$ cat config.mk
export PLATFORM = sky130hd
export DESIGN_NAME = dds_axis_packer_flat
export DESIGN_NICKNAME = d
export VERILOG_FILES = /design/src/rtl/dds_axis_packer_pkg.sv /design/src/rtl/dds_axis_packer_if.sv /design/src/rtl/dds_axis_packer_sync_fifo.sv /design/src/rtl/dds_axis_packer.sv /design/src/flat_wrapper.sv
export SDC_FILE = /design/constraint.sdc
export NUM_CORES = 1
export LEC_CHECK = 0
export BUFFER_PORTS_ARGS = -buffer_cell sky130_fd_sc_hd__buf_2
export CAP_MARGIN = 20
export CORE_MARGIN = 2
export CORE_UTILIZATION = 50
export DETAILED_ROUTE_END_ITERATION = 10
export PLACE_DENSITY = 0.68
export SKIP_CTS_REPAIR_TIMING = 1
export SLEW_MARGIN = 10
export SYNTH_ARGS = -nofsm -noshare
export SYNTH_HDL_FRONTEND = slang
export SYNTH_SLANG_ARGS = --single-unit
$ cat constraint.sdc
create_clock -name clk -period 4.9 [get_ports clk]
set_input_delay 0.49 -clock clk [delete_from_list [all_inputs] [get_ports clk]]
set_output_delay 0.49 -clock clk [all_outputs]
set_load 0.005 [all_outputs]
$ cat src/rtl/dds_axis_packer_pkg.sv
// Shared definitions for the DDS sample packer: control-register bit positions,
// packer FSM states and the stream data width helper.
package dds_axis_packer_pkg;

  localparam int CTRL_RST_BIT  = 0;
  localparam int CTRL_STRT_BIT = 1;

  typedef enum logic [1:0] {
    IDLE,
    RUN,
    DRAIN
  } pk_state_t;

  // Stream data is the sample rounded up to whole bytes.
  function automatic int td_width(input int sig_width);
    return ((sig_width + 7) / 8) * 8;
  endfunction

endpackage

$ cat src/rtl/dds_axis_packer_if.sv
// AXI4-Stream bundle carrying packed DDS samples (no TKEEP/TUSER).
interface dds_axis_packer_if #(
  parameter int TD_WIDTH = 16
);
  logic [TD_WIDTH-1:0] tdata;
  logic                tvalid;
  logic                tready;
  logic                tlast;

  modport master (output tdata, output tvalid, output tlast, input tready);
  modport slave  (input tdata, input tvalid, input tlast, output tready);
endinterface

$ cat src/rtl/dds_axis_packer_sync_fifo.sv
// Single-clock first-word-fall-through FIFO with synchronous clear and occupancy output.
module dds_axis_packer_sync_fifo #(
  parameter int WIDTH = 17,
  parameter int DEPTH = 16
) (
  input  logic                       clk,
  input  logic                       a_rst_n,
  input  logic                       clr,
  input  logic                       push,
  input  logic [WIDTH-1:0]           wdata,
  input  logic                       pop,
  output logic [WIDTH-1:0]           rdata,
  output logic                       empty,
  output logic                       full,
  output logic [$clog2(DEPTH):0]     level
);
  localparam int AW = $clog2(DEPTH);

  logic [WIDTH-1:0] mem [DEPTH];
  logic [AW:0]      wr_ptr;
  logic [AW:0]      rd_ptr;
  logic             do_push;
  logic             do_pop;

  assign do_push = push && !full;
  assign do_pop  = pop && !empty;

  // NOTE: storage is deliberately left without reset; the head word is only
  // consumed while the FIFO is non-empty, so stale contents are never observed.
  always_ff @(posedge clk) begin
    if (do_push) mem[wr_ptr[AW-1:0]] <= wdata;
  end

  // NOTE: all sequential state uses <= so every flop samples pre-edge values
  // no matter how the always blocks are ordered.
  always_ff @(posedge clk or negedge a_rst_n) begin
    if (!a_rst_n) begin
      wr_ptr <= '0;
      rd_ptr <= '0;
    end else if (clr) begin
      wr_ptr <= '0;
      rd_ptr <= '0;
    end else begin
      if (do_push) wr_ptr <= wr_ptr + 1'b1;
      if (do_pop)  rd_ptr <= rd_ptr + 1'b1;
    end
  end

  // Pointer MSB distinguishes full from empty when the index bits coincide.
  assign level = wr_ptr - rd_ptr;
  assign empty = (level == '0);
  assign full  = (level == (AW+1)'(DEPTH));
  assign rdata = mem[rd_ptr[AW-1:0]];

endmodule

$ cat src/rtl/dds_axis_packer.sv
// Captures DDS output samples after the core's pipeline delay, queues them and
// streams them out as AXI4-Stream with periodic and stop-time TLAST.
module dds_axis_packer
  import dds_axis_packer_pkg::*;
#(
  parameter int SIG_WIDTH  = 16,
  parameter int FIFO_DEPTH = 16,
  parameter int CAP_DLY    = 2
) (
  input  logic                          clk,
  input  logic                          a_rst_n,
  input  logic [31:0]                   i_dds_ctrl_reg,
  input  logic [15:0]                   i_frame_len,
  input  logic                          i_sample_en,
  input  logic signed [SIG_WIDTH-1:0]   i_dds_signal,
  dds_axis_packer_if.master             m_axis,
  output logic [$clog2(FIFO_DEPTH):0]   o_fifo_level,
  output logic                          o_overflow,
  output logic [31:0]                   o_frame_cnt
);
  localparam int TD_WIDTH = td_width(SIG_WIDTH);
  localparam int LVL_W    = $clog2(FIFO_DEPTH) + 1;

  pk_state_t            state;
  logic [CAP_DLY-1:0]   cap_sr;
  logic [15:0]          frame_len_q;
  logic [15:0]          beat_cnt;
  logic                 soft_rst;
  logic                 start;
  logic                 capture;
  logic                 last_flag;
  logic                 fifo_push;
  logic                 fifo_pop;
  logic                 fifo_empty;
  logic                 fifo_full;
  logic [LVL_W-1:0]     fifo_level;
  logic [SIG_WIDTH:0]   fifo_rdata;
  logic [SIG_WIDTH-1:0] head_sample;
  logic                 head_last;
  logic                 unused_ctrl_bits;

  assign soft_rst         = i_dds_ctrl_reg[CTRL_RST_BIT];
  assign start            = i_dds_ctrl_reg[CTRL_STRT_BIT];
  assign unused_ctrl_bits = ^i_dds_ctrl_reg[31:2];

  assign capture   = cap_sr[CAP_DLY-1] && (state == RUN);
  assign last_flag = (frame_len_q != '0) && (beat_cnt == frame_len_q - 16'd1);
  // A capture that meets a full FIFO is dropped even if a pop happens this edge.
  assign fifo_push = capture && !fifo_full;
  assign fifo_pop  = m_axis.tvalid && m_axis.tready;

  dds_axis_packer_sync_fifo #(
    .WIDTH (SIG_WIDTH + 1),
    .DEPTH (FIFO_DEPTH)
  ) u_fifo (
    .clk     (clk),
    .a_rst_n (a_rst_n),
    .clr     (soft_rst),
    .push    (fifo_push),
    .wdata   ({last_flag, i_dds_signal}),
    .pop     (fifo_pop),
    .rdata   (fifo_rdata),
    .empty   (fifo_empty),
    .full    (fifo_full),
    .level   (fifo_level)
  );

  assign head_sample = fifo_rdata[SIG_WIDTH-1:0];
  assign head_last   = fifo_rdata[SIG_WIDTH];

  assign m_axis.tvalid = !fifo_empty;
  assign m_axis.tdata  = fifo_empty ? '0 : TD_WIDTH'($signed(head_sample));
  // Stopping closes a partial frame by marking the final queued beat as last.
  assign m_axis.tlast  = !fifo_empty &&
                         (head_last || ((state == DRAIN) && (fifo_level == LVL_W'(1))));

  always_ff @(posedge clk or negedge a_rst_n) begin
    if (!a_rst_n) begin
      state       <= IDLE;
      cap_sr      <= '0;
      frame_len_q <= '0;
      beat_cnt    <= '0;
      o_overflow  <= 1'b0;
      o_frame_cnt <= '0;
    end else if (soft_rst) begin
      state       <= IDLE;
      cap_sr      <= '0;
      frame_len_q <= '0;
      beat_cnt    <= '0;
      o_overflow  <= 1'b0;
      o_frame_cnt <= '0;
    end else begin
      cap_sr[0] <= i_sample_en;
      for (int i = 1; i < CAP_DLY; i++) cap_sr[i] <= cap_sr[i-1];

      case (state)
        IDLE: if (start) begin
          state       <= RUN;
          frame_len_q <= i_frame_len;
          beat_cnt    <= '0;
        end
        RUN:     if (!start)    state <= DRAIN;
        DRAIN:   if (fifo_empty) state <= IDLE;
        default: state <= IDLE;
      endcase

      if (capture) begin
        if (fifo_full) o_overflow <= 1'b1;
        else           beat_cnt   <= last_flag ? '0 : beat_cnt + 16'd1;
      end

      if (fifo_pop && m_axis.tlast) o_frame_cnt <= o_frame_cnt + 32'd1;
    end
  end

  assign o_fifo_level = fifo_level;

endmodule
$ cat src/flat_wrapper.sv
// flat-port wrapper written by rule: the top's interface ports become plain ports
module dds_axis_packer_flat import dds_axis_packer_pkg::*;
#(
  parameter int SIG_WIDTH  = 16,
  parameter int FIFO_DEPTH = 16,
  parameter int CAP_DLY    = 2
)
  (clk, a_rst_n, i_dds_ctrl_reg, i_frame_len, i_sample_en, i_dds_signal, o_fifo_level, o_overflow, o_frame_cnt, m_axis_tdata, m_axis_tvalid, m_axis_tlast, m_axis_tready);
  dds_axis_packer_if m_axis_i ();
  input  logic clk;
  input  logic a_rst_n;
  input  logic [31:0] i_dds_ctrl_reg;
  input  logic [15:0] i_frame_len;
  input  logic i_sample_en;
  input  logic signed [SIG_WIDTH-1:0] i_dds_signal;
  output logic [$clog2(FIFO_DEPTH):0] o_fifo_level;
  output logic o_overflow;
  output logic [31:0] o_frame_cnt;
  output wire logic [$bits(m_axis_i.tdata)-1:0] m_axis_tdata;
  output wire logic [$bits(m_axis_i.tvalid)-1:0] m_axis_tvalid;
  output wire logic [$bits(m_axis_i.tlast)-1:0] m_axis_tlast;
  input wire logic [$bits(m_axis_i.tready)-1:0] m_axis_tready;
  assign m_axis_tdata = m_axis_i.tdata;
  assign m_axis_tvalid = m_axis_i.tvalid;
  assign m_axis_tlast = m_axis_i.tlast;
  assign m_axis_i.tready = m_axis_tready;
  dds_axis_packer #(.SIG_WIDTH(SIG_WIDTH), .FIFO_DEPTH(FIFO_DEPTH), .CAP_DLY(CAP_DLY)) u_core (.clk(clk), .a_rst_n(a_rst_n), .i_dds_ctrl_reg(i_dds_ctrl_reg), .i_frame_len(i_frame_len), .i_sample_en(i_sample_en), .i_dds_signal(i_dds_signal), .m_axis(m_axis_i), .o_fifo_level(o_fifo_level), .o_overflow(o_overflow), .o_frame_cnt(o_frame_cnt));
endmodule
==> metrics.md <==
| Metric | Value |
|---|---|
| Total clock buffers created by CTS | `37` |
| Vias per std cell | `5.78` |
| Setup repair after global routing missed its margin | `false` |
| Ys flop type | `sky130_fd_sc_hd__edfxtp_1` |
| Worst-path clk slew | `0.06 ns` |
| Initial core utilization | `51.2%` |
| Post-synthesis instance total | `970` |
| Post-detail-place hpwl | `19500 microns` |
| Weighted congestion at the end of routability-driven global placement | `0.837` |
| Number of I/O pins | `124` |
| Crit path capture type | `output pin` |
| Standby leakage power | `6.27 nW` |
| Worst slew slack as a fraction of its limit | `37.1%` |
| Maximum operating frequency | `250 MHz` |
| # setup viols final | `0` |
| Antenna violations before repair | `2` |
| Critical path buffer and inverter count | `4` |
| Switching power summed over all nets | `2.00 mW` |
| Category of cells accounting for the largest share of critical-path delay | `buffers and inverters` |
| Status | `complete, no violations` |
| Average cell area after synthesis | `15.7 sq um` |
| Post-route core utilization | `58.6%` |
| Final cycle utilization of the critical path | `81.5%` |
| Worst supply voltage drop on vdd | `0.332 mV` |
| TritonCTS clock tree | `done` |
| First drt pass iteration count | `4` |
| Detail-routed net length per standard cell | `21.5 microns` |
| Final min period | `4.00 ns` |
| Total number of vias | `8696` |
| Number of distinct library cell variants in the gate-level netlist after synthesis | `63` |
| Cell area power density | `429 nW/um^2` |
| Gr usage total | `20.9%` |
| Proportion of layout cells with a drive suffix above 1 | `28.3%` |
| Number of clock sinks | `351` |
| Synthesis-to-layout area growth | `14.6%` |
| Startpoint kind of the worst setup timing path | `flip-flop` |
| Detailed router's first-iteration violation count | `734` |
| Number of H-tree branching levels | `2` |
| Max-cap check violation count | `0` |
| Final Skew | `0.0163 ns` |
| Proportion of power drawn by flip-flops and latches | `43.7%` |
| Comb pwr share | `21.1%` |
| Final layout net count | `1169` |
| Leading post-synthesis cells by instance count | `sky130_fd_sc_hd__edfxtp_1 (272), sky130_fd_sc_hd__mux4_2 (84), sky130_fd_sc_hd__dfrtp_1 (79)` |
| Dominant cell by count in the synthesized netlist | `sky130_fd_sc_hd__edfxtp_1` |
| Die footprint | `31900 sq um` |
| Clk Tree Root Cell | `sky130_fd_sc_hd__clkbuf_16` |
| Std-Cell Rows | `63` |
| Actual slew at the worst max-slew pin | `0.944 ns` |
| Die width | `179 microns` |
| Global-route wire length before repair | `50100 microns` |
| Max-slew violation count | `0` |
| Synth Warn # | `0` |
| Total Power Consumption | `7.49 mW` |
| Number of flops mapped to enable cells by yosys | `272` |
| Required time reported for the critical path endpoint | `4.41 ns` |
| Setup WS post-layout | `0.904 ns` |
| Design internal power | `5.50 mW` |
| Die extent in y | `179 microns` |
| Fill cells | `2303` |
| Netlist area before placement | `15200 sq um` |
| Worst Path Max Fanout | `18` |
| Yosys reg bits | `351` |
| Worst slack after detailed placement | `1.18 ns` |
| Top area cells in the synthesized netlist | `sky130_fd_sc_hd__edfxtp_1 (54%), sky130_fd_sc_hd__dfrtp_1 (13%), sky130_fd_sc_hd__mux4_2 (12%)` |
| Post-synth top area share | `53.6%` |
| Port Buffers | `93` |
| Number of failing hold endpoints at the final stage | `0` |
| Crit path arrival time | `3.51 ns` |
| Setup TNS | `0 ns` |
| Clock latency on the worst-skew pair | `0.54 ns` |
| Via count of the first global-routing pass | `8696` |
| Crit-path cells | `inv_1 > ha_1 > fa_1 > nor2b_1 > o21ai_0 > nand2b_1 > xor2_1 > inv_1 > nor2_1 > inv_1 > and2_1 > buf_2` |
| Maximum number of pins on one net before global-route repair | `74` |
| Post-Synthesis Net Count | `1051` |
| Core Region | `29800 sq um` |
| Synth area leader | `sky130_fd_sc_hd__edfxtp_1` |
| Post-synthesis async set-or-reset flop share | `22.5%` |
| DRC violation count after routing | `0` |
| Peak per-stage delay on the critical path | `0.45 ns` |
| Antenna viol nets, final | `0` |
| Fraction of power spent switching nets | `26.7%` |
| Cell type of the slowest stage on the worst timing path | `sky130_fd_sc_hd__dfrtp_1` |
| Final Routed Wirelength | `32300 microns` |
| Most used cell along the critical path | `sky130_fd_sc_hd__inv_1` |
| Bufs on Longest Clock Path | `3` |
| Portion of total power attributed to the clock network | `35.2%` |
| Sequential share of the synthesized area | `66.6%` |
| Class of the tightest hold or removal check | `primary input to flip-flop` |
| Remaining global-route overflow | `0` |
| Critical path type | `flip-flop to output pin` |
area by class of cell:
cell class	count	area [sq um]	area share, %
sequential	351	10100	58.1
multi-input combinational	544	4830	27.6
clock buffer	47	985	5.64
timing repair buffer	130	773	4.43
tap	390	488	2.79
clock inverter	18	149	0.853
inverter	24	90.1	0.516
antenna	1	2.50	0.0143
routing by layer:
metal / wire length (microns) / track usage [%]
met1: 14400 / 29.6
met2: 15900 / 34.5
met3: 1520 / 3.39
met4: 481 / 4.78
met5: 11 / 0
cells by family after synthesis:
group / synth area share (%)
mux: 13.1
simple gates: 10.7
compound gates: 3.92
fa+ha+maj: 1.12
flops: 66.6
xor+xnor: 2.41
buf+inv: 2.15
sequential cells by signal (all words and copies together), names as in the netlist:
name	cells
u_core.beat_cnt	16
u_core.cap_sr	2
u_core.frame_len_q	16
u_core.o_frame_cnt	32
u_core.o_overflow	1
u_core.state	2
u_core.u_fifo.mem	272
u_core.u_fifo.rd_ptr	5
u_core.u_fifo.wr_ptr	5
worst paths after layout:
path | slack (ns) | endpoint | from | cells past startpoint
worst max-delay path | 0.90 | m_axis_tdata[12] | u_core.u_fifo.wr_ptr[0] | 12
min in group asynchronous | 0.38 | u_core.beat_cnt[3] | a_rst_n | 2
worst min register to register | 0.50 | u_core.cap_sr[1] | u_core.cap_sr[0] | 1
max in group asynchronous | 3.41 | u_core.u_fifo.rd_ptr[1] | a_rst_n | 3
worst min-delay path | 0.20 | u_core.cap_sr[0] | i_sample_en | 2
worst max register to register | 1.17 | u_core.beat_cnt[5] | u_core.frame_len_q[3] | 8
cell usage in the layout, fill, tap and decap left out, types with 4 or more instances in the layout:
master and instances:
sky130_fd_sc_hd__a21o_1 9, sky130_fd_sc_hd__a21oi_1 35, sky130_fd_sc_hd__a31oi_1 4, sky130_fd_sc_hd__and2_1 17, sky130_fd_sc_hd__and3_1 16, sky130_fd_sc_hd__buf_2 92
sky130_fd_sc_hd__buf_4 35, sky130_fd_sc_hd__clkbuf_1 9, sky130_fd_sc_hd__clkbuf_16 38, sky130_fd_sc_hd__clkinv_1 5, sky130_fd_sc_hd__clkinv_2 5, sky130_fd_sc_hd__clkinvlp_4 4
sky130_fd_sc_hd__dfrtp_1 77, sky130_fd_sc_hd__edfxtp_1 272, sky130_fd_sc_hd__ha_1 12, sky130_fd_sc_hd__inv_1 23, sky130_fd_sc_hd__mux2_2 9, sky130_fd_sc_hd__mux4_2 84
sky130_fd_sc_hd__nand2_1 62, sky130_fd_sc_hd__nand2b_1 10, sky130_fd_sc_hd__nand3_1 20, sky130_fd_sc_hd__nand4_1 15, sky130_fd_sc_hd__nor2_1 54, sky130_fd_sc_hd__nor2_2 12
sky130_fd_sc_hd__nor2b_1 14, sky130_fd_sc_hd__nor3_1 15, sky130_fd_sc_hd__nor3_2 4, sky130_fd_sc_hd__nor3b_2 7, sky130_fd_sc_hd__nor4_1 10, sky130_fd_sc_hd__nor4_2 4
sky130_fd_sc_hd__o21ai_0 20, sky130_fd_sc_hd__o21ai_1 6, sky130_fd_sc_hd__o41ai_1 5, sky130_fd_sc_hd__or3_1 10, sky130_fd_sc_hd__or4_1 4, sky130_fd_sc_hd__xnor2_1 21
sky130_fd_sc_hd__xor2_1 21
stage by stage:
step	hold WS, ns	instance area [sq um]	cells
after global routing	0.193	17500	1504
after detailed placement	0.394	16300	1438
after floorplan	0.194	15200	970
after global placement	0.394	16300	1438
after CTS	-0.174	17500	1503
final	0.205	17500	1505
power groups by stage:
stage / sequential (mW) / clock (mW) / combinational (mW)
CTS: 3.27 / 2.69 / 1.62
global placement: 3.33 / 0 / 1.58
global route: 3.28 / 2.80 / 1.75
floorplan: 3.32 / 0 / 1.10
detailed placement: 3.33 / 0 / 1.61
finish: 3.27 / 2.64 / 1.58
No activity file was read; power rests on OpenSTA's default activity.
